`src/rtl/demux_stream.sv`:
```
// demux_stream: routes one input stream to channel A or B, each buffered by a
// 2-entry FIFO with a registered output (1-cycle latency, no bypass).

// Per-channel 2-entry FIFO with an 8-bit accepted-beat counter.
module demux_stream_fifo #(
    parameter int WIDTH = 4
) (
    input  logic             clk,
    input  logic             rst,
    input  logic             push,
    input  logic [WIDTH-1:0] wdata,
    input  logic             ready,
    output logic [WIDTH-1:0] data,
    output logic             valid,
    output logic             full,
    output logic [7:0]       cnt
);
    logic [WIDTH-1:0] mem [2];
    logic             wr_ptr;
    logic             rd_ptr;
    logic [1:0]       occ;
    logic             pop;

    assign valid = (occ != 2'd0);
    assign full  = (occ == 2'd2);
    assign data  = mem[rd_ptr];
    // Empty FIFO never pops because valid is low.
    assign pop   = valid & ready;

    // Storage, pointers, occupancy and counter; reset clears storage so data reads 0.
    always_ff @(posedge clk or posedge rst) begin
        if (rst) begin
            mem[0] <= '0;
            mem[1] <= '0;
            wr_ptr <= 1'b0;
            rd_ptr <= 1'b0;
            occ    <= 2'd0;
            cnt    <= 8'd0;
        end else begin
            if (push) begin
                mem[wr_ptr] <= wdata;
                wr_ptr      <= ~wr_ptr;
                cnt         <= cnt + 8'd1;
            end
            if (pop)
                rd_ptr <= ~rd_ptr;
            occ <= occ + {1'b0, push} - {1'b0, pop};
        end
    end
endmodule

// Top: steers accepted beats into the FIFO picked by in_sel.
module demux_stream #(
    parameter int WIDTH = 4
) (
    input  logic             clk,
    input  logic             rst,
    input  logic [WIDTH-1:0] in_data,
    input  logic             in_sel,
    input  logic             in_valid,
    output logic             in_ready,
    output logic [WIDTH-1:0] a_data,
    output logic             a_valid,
    input  logic             a_ready,
    output logic [WIDTH-1:0] b_data,
    output logic             b_valid,
    input  logic             b_ready,
    output logic [7:0]       cnt_a,
    output logic [7:0]       cnt_b
);
    logic full_a, full_b;
    logic push_a, push_b;

    // Ready looks only at the selected FIFO's occupancy, so a full FIFO is
    // refused even when it pops in the same cycle, and never blocks the other.
    assign in_ready = in_sel ? ~full_b : ~full_a;
    assign push_a   = in_valid & in_ready & ~in_sel;
    assign push_b   = in_valid & in_ready &  in_sel;

    demux_stream_fifo #(.WIDTH(WIDTH)) u_fifo_a (
        .clk   (clk),
        .rst   (rst),
        .push  (push_a),
        .wdata (in_data),
        .ready (a_ready),
        .data  (a_data),
        .valid (a_valid),
        .full  (full_a),
        .cnt   (cnt_a)
    );

    demux_stream_fifo #(.WIDTH(WIDTH)) u_fifo_b (
        .clk   (clk),
        .rst   (rst),
        .push  (push_b),
        .wdata (in_data),
        .ready (b_ready),
        .data  (b_data),
        .valid (b_valid),
        .full  (full_b),
        .cnt   (cnt_b)
    );
endmodule

```
`config.mk`:
```
export PLATFORM = sky130hd
export DESIGN_NAME = demux_stream
export DESIGN_NICKNAME = d
export VERILOG_FILES = /design/src/rtl/demux_stream.sv
export SDC_FILE = /design/constraint.sdc
export NUM_CORES = 1
export LEC_CHECK = 0
export ABC_CLOCK_PERIOD_IN_PS = 2900
export BUFFER_PORTS_ARGS = -buffer_cell sky130_fd_sc_hd__buf_4
export CORE_MARGIN = 8
export CORE_UTILIZATION = 45
export CTS_BUF_LIST = sky130_fd_sc_hd__clkbuf_2 sky130_fd_sc_hd__clkbuf_4 sky130_fd_sc_hd__clkbuf_8
export DETAILED_ROUTE_END_ITERATION = 16
export GPL_TIMING_DRIVEN = 0
export PLACE_DENSITY = 0.67
export SYNTH_ARGS = -nofsm -noshare
export SYNTH_HDL_FRONTEND = slang
export SYNTH_SLANG_ARGS = --single-unit
export TNS_END_PERCENT = 30
```
`constraint.sdc`:
```
create_clock -name clk -period 2.9 [get_ports clk]
set_input_delay 0.725 -clock clk [delete_from_list [all_inputs] [get_ports clk]]
set_output_delay 0.725 -clock clk [all_outputs]
set_load 0.1 [all_outputs]
```
* Word level (Yosys, flattened, before mapping)
Index checks and enable logic that the tools add are counted. Widths: inputs -> output; s select.
Storage, ports and cells: register bits after elaboration 40, output and inout port bits 27, logic and storage cells 59
Operators by class: add/sub/neg operators 6, magnitude comparators 6, eq/ne operators 2, mux-type cells 13, bitwise logic cells 16, reductions and logical operators 4
Operators with widths (count):
- $mux 4 | 8
- $add 8x1->8 const B | 2
- $bwmux 8 | 2
- $demux 4 s1 | 2
- $ge 2x2->1 const B | 4
- $not 1->2 | 4
- $not 1->1 | 7
- $and 1x1->1 | 5
- $add 2x1->2 | 2
- $eq 2x2->1 const B | 2
- $lt 2x1->1 const B | 2
- $reduce_bool 2->1 | 2
- $sub 2x1->2 | 2
- $logic_and 1x1->1 | 2
- $mux 1 | 1

* Longest topological paths before layout
depth in word-level cells 7, mapped depth 5, gate-level depth less buffers 5

* Hierarchy
From an unflattened synthesis, not the netlist that was laid out.
Second synthesis, totals: cells, all modules 133, area total of the unflattened synthesis 1815.5 um^2
By module, submodules not included:
- demux_stream_fifo | instances 2, cells each 65, area each 894.6 um^2, seq. area each 500.5 um^2
- demux_stream | instances 1, cells each 3, area each 26.3 um^2, seq. area each 0.0 um^2

* Least setup slack after synthesis
OpenSTA, ideal clock, no wires.
path type input to output, start point input port in_sel, end point output port in_ready, arrival 2.386 ns, data required time 2.175 ns, slack -0.211 ns, cell stages on the path 1, buffers on the path 0, cell sequence a31oi_1
Between the ends: cells in the longest elaborated chain, start to end 1
Ends and longest elaborated chain:
- start, declared | line 59 | input logic in_sel,
- $mux 1 | line 76 | assign in_ready = in_sel ? ~full_b : ~full_a;
- end, declared | line 61 | output logic in_ready,
No other way between the ends.

* Worst setup path in the final report
start point register u_fifo_b.rd_ptr, end point output port b_data[1]
Between the ends: cells in the longest elaborated chain, start to end 4
Ends and longest elaborated chain:
- start, declared | line 20 | logic rd_ptr;
- start signal, assigned | line 46 | rd_ptr <= ~rd_ptr;
- $not 1->2 (not written as such) | line 26 | assign data = mem[rd_ptr];
- $mux 4 (not written as such) (3 in a row) | line 26
- end, declared | line 65 | output logic [WIDTH-1:0] b_data,
No other way between the ends. The select of a mux whose other input is x is not followed.

==> impl_metrics.py <==
metrics = {
    "grt": {
        "grt_usage_pct": 12.3,
        "globalRouteOverflowTotal": 0,
        "grt_max_degree": 41,
        "grt_pass1_wl_um": 6250,
        "antenna_found_initial": 0,
        "first_global_vias": 1261,
    },
    "worst_setup_path": {
        "crit_fanout": 5,
        "crit_chain": "mux2_2 > buf_4",
        "critPathLaunchType": "flip-flop",
        "cp.arrival_ns": 1.39,
        "crit_type": "reg2out",
        "required_ns": 2.17,
        "path_buf_inv": 1,
        "critPathSlowestCell": "dfrtp_1",
        "slowest_delay_ns": 0.48,
        "cp_top_family": "flip-flops",
        "cp-end-kind": "output port",
    },
    "floorplan": {
        "design.core.area_um2": 4030,
        "die_y_um": 80.8,
        "ios": 37,
        "initial_utilization_pct": 46.9,
        "rows": 23,
        "die_area_um2": 6530,
        "die_x_um": 80.8,
    },
    "route": {
        "drt-initial-drc-count": 71,
        "routed_wl_um": 3690,
        "drc": 0,
        "wl_per_cell_um": 15.7,
        "vias_per_cell": 4.97,
        "final_antenna_net_count": 0,
        "dr_total_vias": 1169,
        "drt-pass1-iter-count": 3,
    },
    "clock_tree": {
        "htree_num_levels": 2,
        "clk_latency_ns": 0.29,
        "cts_tree": "yes",
        "clk_pin_slew_ns": 0.07,
        "clk_path_buf_depth": 2,
        "cts_hold_buf": 0,
        "cts.sinks": 40,
        "cts-resized-gates": 0,
        "postCtsSetupBuffers": 0,
        "cts-root-buf": "clkbuf_8",
        "cts_made_buffers": 5,
    },
    "hold_path": {
        "hp-class": "reg2reg",
    },
    "finish": {
        "diodes": 0,
        "area_delta_synth_final_pct": 23.8,
        "drive_gt1_share_pct": 45.4,
        "finalNetCount": 198,
        "final_area_um2": 2340,
        "fillers": 352,
    },
    "yosys": {
        "synth_nets": 155,
        "syn-instance-count": 141,
        "ys_ff_latch": 40,
        "netlist_area_um2": 1890,
        "synth.avg_cell_area_um2": 13.4,
        "yosys_warnings": 0,
        "ys_types": 24,
        "seq_area_frac_synth_pct": 52.9,
    },
    "sta": {
        "rsz0062_at_grt": "false",
        "fin_crit_ns": 2.11,
        "maxSlewViolCount": 0,
        "maxSlewHeadroom_pct": 44.2,
        "finClkSkew_ns": 0.00383,
        "finalCritPeriodShare_pct": 72.8,
        "hold_viol": 0,
        "max_clock_freq_ghz": 0.474,
        "finalSetupViolations": 0,
        "holdWs_ns": 0.475,
        "tightest_slew_ns": 0.836,
        "setup_tns_ns": 0,
    },
    "placed_design": {
        "post-dp-hpwl_um": 2750,
        "place_area_um2": 2230,
        "gp_congestion": 0.710,
        "portBuffers": 36,
    },
    "run": {
        "cap_viol_max_count": 0,
    },
    "outcome": {
        "status": "finished, final reports clean",
    },
}
==> flip-flops by register name, indices dropped and copies added (netlist names) <==
signal,count
u_fifo_b.rd_ptr,1
u_fifo_b.occ,2
u_fifo_a.rd_ptr,1
u_fifo_a.cnt,8
u_fifo_b.wr_ptr,1
u_fifo_b.cnt,8
u_fifo_a.mem,8
u_fifo_b.mem,8
u_fifo_a.occ,2
u_fifo_a.wr_ptr,1
==> cell type report <==
type / count / area [um2] / area share [%]
clock inverter: 2 / 35.0 / 1.50
buffer: 2 / 22.5 / 0.962
inverter: 3 / 11.3 / 0.481
tap: 50 / 62.6 / 2.67
clock buffer: 6 / 76.3 / 3.26
timing repair buffer: 36 / 270 / 11.5
multi-input combinational: 96 / 862 / 36.8
sequential: 40 / 1000 / 42.8
==> worst reg2reg max path: stages, from the launching register on <==
cell and delay [ns]:
dfrtp_1 0.44, or2_2 0.33, and2_1 0.19, ha_1 0.33, nor2_1 0.14, xnor2_1 0.13
==> kinds of logic after synthesis <==
family | Yosys count | synth area share [%]
compound gates | 1 | 0.331
xor+xnor | 24 | 11.1
fa+ha+maj | 4 | 2.65
buf+inv | 5 | 1.79
flops | 40 | 52.9
mux | 24 | 15.9
simple gates | 43 | 15.3
==> synthesized netlist by cell type, drive strengths merged <==
cell	instances	area share, %
a31oi	1	0.33
nor4	2	2.3
nand2b	2	0.93
ha	4	2.6
dfrtp	40	53
and2	2	0.66
nand4	2	0.66
and3b	1	0.46
or2	2	0.66
and3	1	0.33
xor2	10	4.6
nand2	14	3.6
nor3	4	1.1
nand3	5	2.0
buf	2	1.2
xnor2	14	6.5
mux2	24	16
inv	3	0.60
nand3b	1	1.1
nor2	7	1.7
==> path summary, 6_finish.rpt <==
check                                                  from                     endpoint  slack, ns  cells after the start
max in group asynchronous                               rst  u_fifo_b.cnt[4]$_DFFE_PP0P_       1.77                      2
worst max register to register    u_fifo_b.occ[1]$_DFF_PP0_    u_fifo_b.occ[1]$_DFF_PP0_       1.27                      5
min in group asynchronous                               rst    u_fifo_b.occ[1]$_DFF_PP0_       0.59                      2
worst min-delay path            u_fifo_b.cnt[7]$_DFFE_PP0P_  u_fifo_b.cnt[7]$_DFFE_PP0P_       0.48                      1
worst max-delay path            u_fifo_b.rd_ptr$_DFFE_PP0P_                    b_data[1]       0.79                      2
worst min register to register  u_fifo_b.cnt[7]$_DFFE_PP0P_  u_fifo_b.cnt[7]$_DFFE_PP0P_       0.48                      1
==> routing by layer <==
metal / vias to the layer above / wire, um / global-route usage (%)
li1: 561 / - / -
met1: 579 / 1670 / 15.8
met2: 23 / 1760 / 19.1
met3: 6 / 202 / 4.42
met4: 0 / 50 / 3.75
met5: - / 0 / 0
==> stage by stage <==
step | setup slack, ns | utilization (%) | cells
after floorplan | 0.461 | - | 141
after global placement | 0.799 | 55.3 | 227
after detailed placement | 0.812 | 55.3 | 227
after CTS | 0.779 | 58.1 | 235
after global routing | 0.736 | 58.1 | 235
final | 0.789 | 58.1 | 235
==> cell usage in the layout, fill, tap and decap left out <==
cell type  Yosys  final
nand2_1       12     12
ha_1           4      4
and3_1         1      1
buf_4          0     36
nand3_4        1      1
inv_2          0      1
nand3_1        4      4
nor3_1         4      4
xnor2_1       14     14
mux2_2        16     16
nand2_4        2      2
a31oi_2        0      1
clkinv_2       0      1
mux2_4         8      8
nor2_2         2      2
nor4_4         2      2
nand4_1        2      2
nand2b_2       2      2
inv_1          3      2
dfrtp_1       40     40
nor2_1         5      5
buf_6          2      2
xor2_1        10     10
clkbuf_8       0      5
and3b_1        1      1
clkbuf_4       0      1
bufinv_16      0      1
or2_2          2      2
nand3b_4       1      1
and2_1         2      2
Power is left out: the tool's default activity adds up to more than one toggle a clock period on the data nets, which glitch-free logic cannot reach.
